===== config.mk =====
export PLATFORM = sky130hd
export DESIGN_NAME = rng_sw_reset_ctrl
export DESIGN_NICKNAME = d
export VERILOG_FILES = /design/src/rtl/rng_sw_reset_ctrl.sv
export SDC_FILE = /design/constraint.sdc
export NUM_CORES = 1
export LEC_CHECK = 0
export CELL_PAD_IN_SITES_DETAIL_PLACEMENT = 1
export CELL_PAD_IN_SITES_GLOBAL_PLACEMENT = 1
export CORE_MARGIN = 2
export CORE_UTILIZATION = 38
export DETAILED_ROUTE_END_ITERATION = 7
export GPL_TIMING_DRIVEN = 1
export HOLD_SLACK_MARGIN = 0.1
export PLACE_DENSITY = 0.78
export SLEW_MARGIN = 20
export SYNTH_ARGS = -nofsm -noshare
export SYNTH_HDL_FRONTEND = slang
export SYNTH_SLANG_ARGS = --single-unit

===== constraint.sdc =====
create_clock -name clk -period 2.6 [get_ports clk]
set_input_delay 0.52 -clock clk [delete_from_list [all_inputs] [get_ports clk]]
set_output_delay 0.52 -clock clk [all_outputs]
set_load 0.005 [all_outputs]

===== src/rtl/rng_sw_reset_ctrl.sv =====
// Software-reset sequencer for the TRNG: waits for the datapath to go idle (bounded),
// pulses rng_sw_reset, then holds off new requests while the downstream reset pipeline settles.
module rng_sw_reset_ctrl #(
    parameter int PULSE_CYCLES = 4,
    parameter int GUARD_CYCLES = 8,
    parameter int QUIESCE_MAX  = 12,
    parameter int CNT_W        = 4
) (
    input  logic clk,
    input  logic sys_rst,
    input  logic sw_reset_req,
    input  logic trng_busy,
    input  logic err_clr,
    output logic rng_sw_reset,
    output logic sw_reset_ack,
    output logic sw_reset_busy,
    output logic sw_reset_done,
    output logic quiesce_timeout,
    output logic req_overrun
);

    typedef enum logic [1:0] {
        IDLE    = 2'd0,
        QUIESCE = 2'd1,
        PULSE   = 2'd2,
        GUARD   = 2'd3
    } state_t;

    localparam logic [CNT_W-1:0] QUIESCE_LOAD = CNT_W'(QUIESCE_MAX - 1);
    localparam logic [CNT_W-1:0] PULSE_LOAD   = CNT_W'(PULSE_CYCLES - 1);
    localparam logic [CNT_W-1:0] GUARD_LOAD   = CNT_W'(GUARD_CYCLES - 1);

    state_t           state;
    state_t           state_next;
    logic [CNT_W-1:0] cnt;
    logic [CNT_W-1:0] cnt_next;
    logic             ack_next;
    logic             done_next;
    logic             timeout_set;
    logic             overrun_set;

    always_comb begin
        state_next  = state;
        cnt_next    = cnt;
        ack_next    = 1'b0;
        done_next   = 1'b0;
        timeout_set = 1'b0;
        overrun_set = 1'b0;

        case (state)
            IDLE: begin
                if (sw_reset_req) begin
                    state_next = QUIESCE;
                    cnt_next   = QUIESCE_LOAD;
                    ack_next   = 1'b1;
                end
            end
            QUIESCE: begin
                if (!trng_busy) begin
                    state_next = PULSE;
                    cnt_next   = PULSE_LOAD;
                end else if (cnt == '0) begin
                    // Datapath never went idle: force the reset anyway and flag it.
                    state_next  = PULSE;
                    cnt_next    = PULSE_LOAD;
                    timeout_set = 1'b1;
                end else begin
                    cnt_next = cnt - 1'b1;
                end
            end
            PULSE: begin
                if (cnt == '0) begin
                    state_next = GUARD;
                    cnt_next   = GUARD_LOAD;
                end else begin
                    cnt_next = cnt - 1'b1;
                end
            end
            GUARD: begin
                if (cnt == '0) begin
                    state_next = IDLE;
                    done_next  = 1'b1;
                end else begin
                    cnt_next = cnt - 1'b1;
                end
            end
            default: begin
                state_next = IDLE;
                cnt_next   = '0;
            end
        endcase

        if (state != IDLE && sw_reset_req) begin
            overrun_set = 1'b1;
        end
    end

    // Outputs are registered from next-state values so they line up with the state they describe.
    always_ff @(posedge clk) begin
        if (sys_rst) begin
            state           <= IDLE;
            cnt             <= '0;
            rng_sw_reset    <= 1'b0;
            sw_reset_ack    <= 1'b0;
            sw_reset_busy   <= 1'b0;
            sw_reset_done   <= 1'b0;
            quiesce_timeout <= 1'b0;
            req_overrun     <= 1'b0;
        end else begin
            state           <= state_next;
            cnt             <= cnt_next;
            rng_sw_reset    <= (state_next == PULSE);
            sw_reset_ack    <= ack_next;
            sw_reset_busy   <= (state_next != IDLE);
            sw_reset_done   <= done_next;
            quiesce_timeout <= timeout_set | (quiesce_timeout & ~err_clr);
            req_overrun     <= overrun_set | (req_overrun & ~err_clr);
        end
    end

endmodule


==> results of run 1 <==
==> cell families after synthesis <==
logic type	Yosys count	share of synthesized area, %
flip-flops	12	42.5
adder cells (fa/ha/maj)	1	2.21
AND/OR/NAND/NOR	27	26.8
buffers and inverters	5	4.20
AO/OA/AOI/OAI	20	24.3
==> per-layer routing <==
layer	global-route usage [%]	vias to the layer above	wire, um
met4	9.38	0	14
met5	0	-	0
met1	23.3	243	702
met3	3.88	2	38
li1	-	258	-
met2	24.6	12	588
==> power by group through the flow <==
| stage | sequential [mW] | clock (mW) | combinational, mW |
|---|---|---|---|
| after detailed placement | 0.240 | 0 | 0.129 |
| after global placement | 0.241 | 0 | 0.127 |
| after CTS | 0.237 | 0.157 | 0.130 |
| after floorplan | 0.226 | 0 | 0.0941 |
| final | 0.238 | 0.152 | 0.129 |
| after global routing | 0.242 | 0.164 | 0.145 |
==> worst paths after layout <==
| check | to | slack, ps | depth (start not counted) |
|---|---|---|---|
| worst max-delay path | cnt[1]$_SDFFE_PP0P_ | 810 | 7 |
| worst min-delay path | req_overrun$_SDFF_PP0_ | 480 | 2 |
| worst max register to register | cnt[1]$_SDFFE_PP0P_ | 810 | 7 |
| worst min register to register | req_overrun$_SDFF_PP0_ | 480 | 2 |
==> critical path: stages (launching register included) <==
cell and delay [ps]:
dfxtp_1 420, inv_1 60, ha_1 230, nor3b_1 150, buf_4 160, a31oi_1 350, nor2_1 100, a211oi_1 230
==> layout by cell type, fill, tap and decap left out <==
| cell | instances |
|---|---|
| a211oi_1 | 3 |
| a211oi_2 | 1 |
| a21o_1 | 1 |
| a21oi_1 | 7 |
| a21oi_2 | 1 |
| a31oi_1 | 2 |
| buf_4 | 1 |
| clkbuf_4 | 3 |
| clkbuf_8 | 1 |
| clkdlybuf4s50_1 | 10 |
| dfxtp_1 | 12 |
| ha_1 | 1 |
| inv_1 | 2 |
| nand2_1 | 3 |
| nand2b_1 | 3 |
| nand3b_1 | 2 |
| nand4b_1 | 1 |
| nor2_1 | 10 |
| nor3_1 | 2 |
| nor3b_1 | 2 |
| nor4b_1 | 2 |
| o21ai_0 | 2 |
| o22ai_2 | 1 |
| o31ai_1 | 1 |
| o32ai_1 | 1 |
| or2_2 | 1 |
| or3b_4 | 1 |
==> cell type report <==
class                   instances  area, um2
multi-input cells              48        302
repair buffers                 11        108
fillers                       164        638
inverters                       2       7.51
flip-flops and latches         12        240
well taps                      15       18.8
clock buffers                   4       36.3
==> flip-flops by register name, indices dropped and copies added, names as in the netlist <==
name	cells
cnt	4
quiesce_timeout	1
req_overrun	1
rng_sw_reset	1
state	2
sw_reset_ack	1
sw_reset_busy	1
sw_reset_done	1
==> through the flow <==
step / cell area, um2 / cells / hold slack [ps] / setup slack (ps) / power [mW]
after floorplan: 566 / 65 / 461 / 1170 / 0.320
after global placement: 676 / 88 / 461 / 770 / 0.367
after detailed placement: 676 / 88 / 471 / 727 / 0.369
after CTS: 712 / 92 / 484 / 817 / 0.524
after global routing: 712 / 92 / 508 / 645 / 0.551
final: 712 / 92 / 477 / 813 / 0.519
==> results.md, run 1 <==
- Synth top area cells: dfxtp_1, nor2_1, a21oi_1, a211oi_1, nand2b_1
- Leading area contributor after synthesis: dfxtp_1
- Gr usage total: 17.1%
- Status: complete, no violations
- Post-synthesis cell count: 65
- DRT Pass-1 Iters: 4
- CTS Hold Bufs: 0
- Ports: 11
- Die Ht: 42.6 um
- Setup TNS: 0 ps
- Die W: 42.6 um
- Worst-margin pin slew: 537 ps
- Share of layout cells above drive strength 1: 13.0%
- Fin crit period: 1790 ps
- Longest Clk Path Bufs: 2
- #FFs+latches synth: 12
- Syn_nets: 71
- Clock sinks: 12
- DPL Wire Length: 956 um
- H-tree depth: 1
- Ys Warns: 0
- Mapped Area: 566 um2
- Largest net degree at the start of global routing: 17
- Sequential element share of the synthesized area: 42.5%
- Drt total wl: 1.34 mm
- Worst r2r src: cnt[0]$_SDFFE_PP0P_
- Cell with the most instances after synthesis: dfxtp_1
- Cell internal pwr: 360 uW
- Num CTS Buffers: 3
- Worst min path class: flop to flop
- Clock Latency Late Sink: 270 ps
- Peak VDD IR: 0.386 mV
- Mean Syn Cell Area: 8.70 um2
- Antenna viol nets, final: 0
- LEAKAGE: 0.262 nW
- Critical path launch point type: flop
- CTS tree: done
- Synth top area share: 42.5%
- RSZ-0062 raised after global routing: false
- Port Buffers: 10
- Gate power share: 24.9%
- Beginning of the worst hold path: req_overrun$_SDFF_PP0_
- Crit path arrival time: 1970 ps
- 1st-iter DRT viols: 4
- Die area: 1810 um2
- Worst EP required: 2790 ps
- Seq pwr share: 45.8%
- Ys flop type: dfxtp_1
- Setup crit start: cnt[0]$_SDFFE_PP0P_
- Post CTS Setup Buffer Count: 0
- Wire per inst: 14.6 um
- Final hold vios: 0
- Worst setup EP type: flop
- Post-synth cell types: 26
- Max-slew headroom: 64.1%
- Post-synth EDFFs: 0
- Final core occ: 52.7%
- Post-synth ARST share: 0%
- First-pass GRT wire length: 2.29 mm
- Area delta synth->final: 25.9%
- Via density: 5.60
- Worst Path Max Fanout: 5
- Starting density of the core: 41.9%
- Crit Path Category: flop to flop
- Sw Ratio: 30.6%
- PwrDens: 729 nW/um2
- CTS Root Cell: clkbuf_4
- Nets: 84
- Sw Pwr: 159 uW
- # rows: 13
- FMAX: 560 MHz
- Std-Cell Core Area: 1350 um2
- Pins Over Slew Limit: 0
- Inserted Diodes: 0
- GRT Residual Overflow: 0
- Layout Skew: 7.97 ps
- Via count: 515
- Max_cap viols: 0
- Top cells by count, synth: dfxtp_1, nor2_1, a21oi_1
- DRC Markers: 0
- Clk slew on worst S/H paths: 90 ps
- Resize count post-CTS: 0
- Setup violators final: 0
- Initial antenna violation count: 0
- Period utilization: 68.7%
- Clock power share: 29.3%
- GP Congestion: 0.791
- Number of global-route vias before repair: 497
No activity file was read; power rests on OpenSTA's default activity.
==> run 2: changes to the inputs <==
--- a/config.mk
+++ b/config.mk
@@ -8,11 +8,11 @@
 export CELL_PAD_IN_SITES_DETAIL_PLACEMENT = 1
 export CELL_PAD_IN_SITES_GLOBAL_PLACEMENT = 1
 export CORE_MARGIN = 2
-export CORE_UTILIZATION = 38
+export CORE_UTILIZATION = 35
 export DETAILED_ROUTE_END_ITERATION = 7
 export GPL_TIMING_DRIVEN = 1
 export HOLD_SLACK_MARGIN = 0.1
-export PLACE_DENSITY = 0.78
+export PLACE_DENSITY = 0.73
 export SLEW_MARGIN = 20
 export SYNTH_ARGS = -nofsm -noshare
 export SYNTH_HDL_FRONTEND = slang
==> constraint.sdc (replaced) <==
create_clock -name clk -period 1.72 [get_ports clk]
set_input_delay 0.344 -clock clk [delete_from_list [all_inputs] [get_ports clk]]
set_output_delay 0.344 -clock clk [all_outputs]
set_load 0.005 [all_outputs]
==> results.md, run 2 (synthesized netlist as in run 1, its figures left out) <==
- Status: complete, no violations
- CTS Hold Bufs: 0 (unchanged)
- Area delta synth->final: 30.1%
- Std-Cell Core Area: 1510 um2 (+12%)
- CTS tree: done
- Die Ht: 44.2 um (+3.8%)
- Nets: 88 (+4.8%)
- Fin crit period: 1580 ps (-203 ps)
- Post CTS Setup Buffer Count: 0 (unchanged)
- Layout Skew: 2.42 ps (-5.55 ps)
- CTS Root Cell: clkbuf_4
- Starting density of the core: 37.5% (-4.3 points)
- Pins Over Slew Limit: 0 (unchanged)
- Setup violators final: 0 (unchanged)
- Num CTS Buffers: 3 (unchanged)
- Max-slew headroom: 73.6% (+9.4 points)
- Crit path arrival time: 1730 ps (-240 ps)
- Critical path launch point type: flop
- PwrDens: 1010 nW/um2 (+38%)
- Wire per inst: 14.3 um (-2.0%)
- First-pass GRT wire length: 2.30 mm (+0.31%)
- Die area: 1950 um2 (+7.7%)
- Max_cap viols: 0 (unchanged)
- Resize count post-CTS: 0 (unchanged)
- Largest net degree at the start of global routing: 11 (-6)
- Clock sinks: 12 (unchanged)
- Gr usage total: 16.0% (-1.0 points)
- Most common cell after layout, fill and taps aside: dfxtp_1
- RSZ-0062 raised after global routing: false
- Crit Path Category: flop to flop
- 1st-iter DRT viols: 7 (+3)
- DPL Wire Length: 1.03 mm (+8.3%)
- Worst r2r src: cnt[0]$_SDFFE_PP0P_
- DRC Markers: 0 (unchanged)
- Via count: 526 (+2.1%)
- Worst min path class: flop to flop
- Antenna viol nets, final: 0 (unchanged)
- Final std cells w/o fill: 96 (+4.3%)
- H-tree depth: 1 (unchanged)
- Flop2flop setup slack: 140 ps (-680 ps)
- Placed insts: 93 (+5.7%)
- Longest Clk Path Bufs: 2 (unchanged)
- Initial antenna violation count: 0 (unchanged)
- Hold worst-path end: quiesce_timeout$_SDFF_PP0_
- Most flop-heavy register: cnt
- Period utilization: 92.1% (+23 points)
- R2r worst-path depth: 6 (-1)
- Fillers: 190 (+16%)
- Drt total wl: 1.37 mm (+2.2%)
- Port Buffers: 10 (unchanged)
- Clock Latency Late Sink: 260 ps (about the same)
- Inserted Diodes: 0 (unchanged)
- Clk slew on worst S/H paths: 70 ps (-20 ps)
- Worst Path Max Fanout: 5 (unchanged)
- Worst setup EP type: flop
- Worst R2R End: cnt[2]$_SDFFE_PP0P_
- Share of layout cells above drive strength 1: 17.5% (+4.5 points)
- DP Area: 707 um2 (+4.6%)
- Most frequent cells in the layout: dfxtp_1, nor2_1, clkdlybuf4s50_1
- Post-route design area: 736 um2 (+3.3%)
- Peak VDD IR: 0.404 mV (+4.7%)
- DRT Pass-1 Iters: 4 (unchanged)
- Via density: 5.48 (-2.1%)
- Ports: 11 (unchanged)
- # rows: 14 (+1)
- Hold path depth: 2 (unchanged)
- Flip-flop count of the largest register after layout: 4 (unchanged)
- Number of global-route vias before repair: 517 (+4.0%)
- Setup TNS: 0 ps (unchanged)
- Biggest regs: cnt x4, state x2
- GP Congestion: 0.773 (-2.4%)
- LEAKAGE: 0.275 nW (+5.1%)
- GRT Residual Overflow: 0 (unchanged)
- Final hold vios: 0 (unchanged)
- Beginning of the worst hold path: quiesce_timeout$_SDFF_PP0_
- Worst EP required: 1870 ps (-920 ps)
- Worst-margin pin slew: 393 ps (-144 ps)
- FMAX: 631 MHz (+13%)
- Die W: 44.2 um (+3.8%)
- Final Total Pwr: 740 uW (+43%)
==> run 2: how the worst max path moves through the flow <==
stage,start,endpoint,slack (ps)
3_5_place_dp,sw_reset_req,cnt[0]$_SDFFE_PP0P_,50
5_1_grt,cnt[0]$_SDFFE_PP0P_,sw_reset_busy$_SDFF_PP0_,40
3_3_place_gp,sw_reset_req,cnt[3]$_SDFFE_PP0P_,100
6_report,cnt[0]$_SDFFE_PP0P_,cnt[2]$_SDFFE_PP0P_,140
4_1_cts,cnt[0]$_SDFFE_PP0P_,cnt[0]$_SDFFE_PP0P_,100
2_1_floorplan,cnt[0]$_SDFFE_PP0P_,cnt[3]$_SDFFE_PP0P_,290
==> run 2: power by group <==
part           total [mW]  internal [mW]  switching [mW]
registers           0.349          0.311          0.0377
logic               0.222          0.116           0.106
clock network       0.169         0.0807          0.0885
total               0.740          0.508           0.232
==> run 2: per-layer routing <==
layer	share of wire [%]	vias to the layer above	track usage (%)
met3	4.9	4	4.08
met1	47	243	20.1
li1	-	265	-
met4	2.6	0	9.70
met2	45	14	24.7
met5	0	-	0
==> run 2: critical path, stage by stage (launching register included) <==
cell	delay (ps)
dfxtp_1	400
inv_1	60
ha_1	240
or3b_4	280
nor2_1	60
o31ai_1	310
a21oi_1	110
==> run 2: cell type report <==
class                   instances  area (um2)  area share (%)
multi-input cells              48         308            41.8
flip-flops and latches         12         240            32.7
repair buffers                 15         138            18.7
clock buffers                   3        22.5            3.06
well taps                      16        20.0            2.72
inverters                       2        7.51            1.02
==> run 2: stage by stage <==
step	setup slack (ps)	utilization, %	hold slack, ps
2_1_floorplan	291	-	421
3_3_place_gp	95.4	46.9	458
3_5_place_dp	47.6	46.9	471
4_1_cts	96.5	48.4	487
5_1_grt	37.5	48.8	499
6_report	136	48.8	477
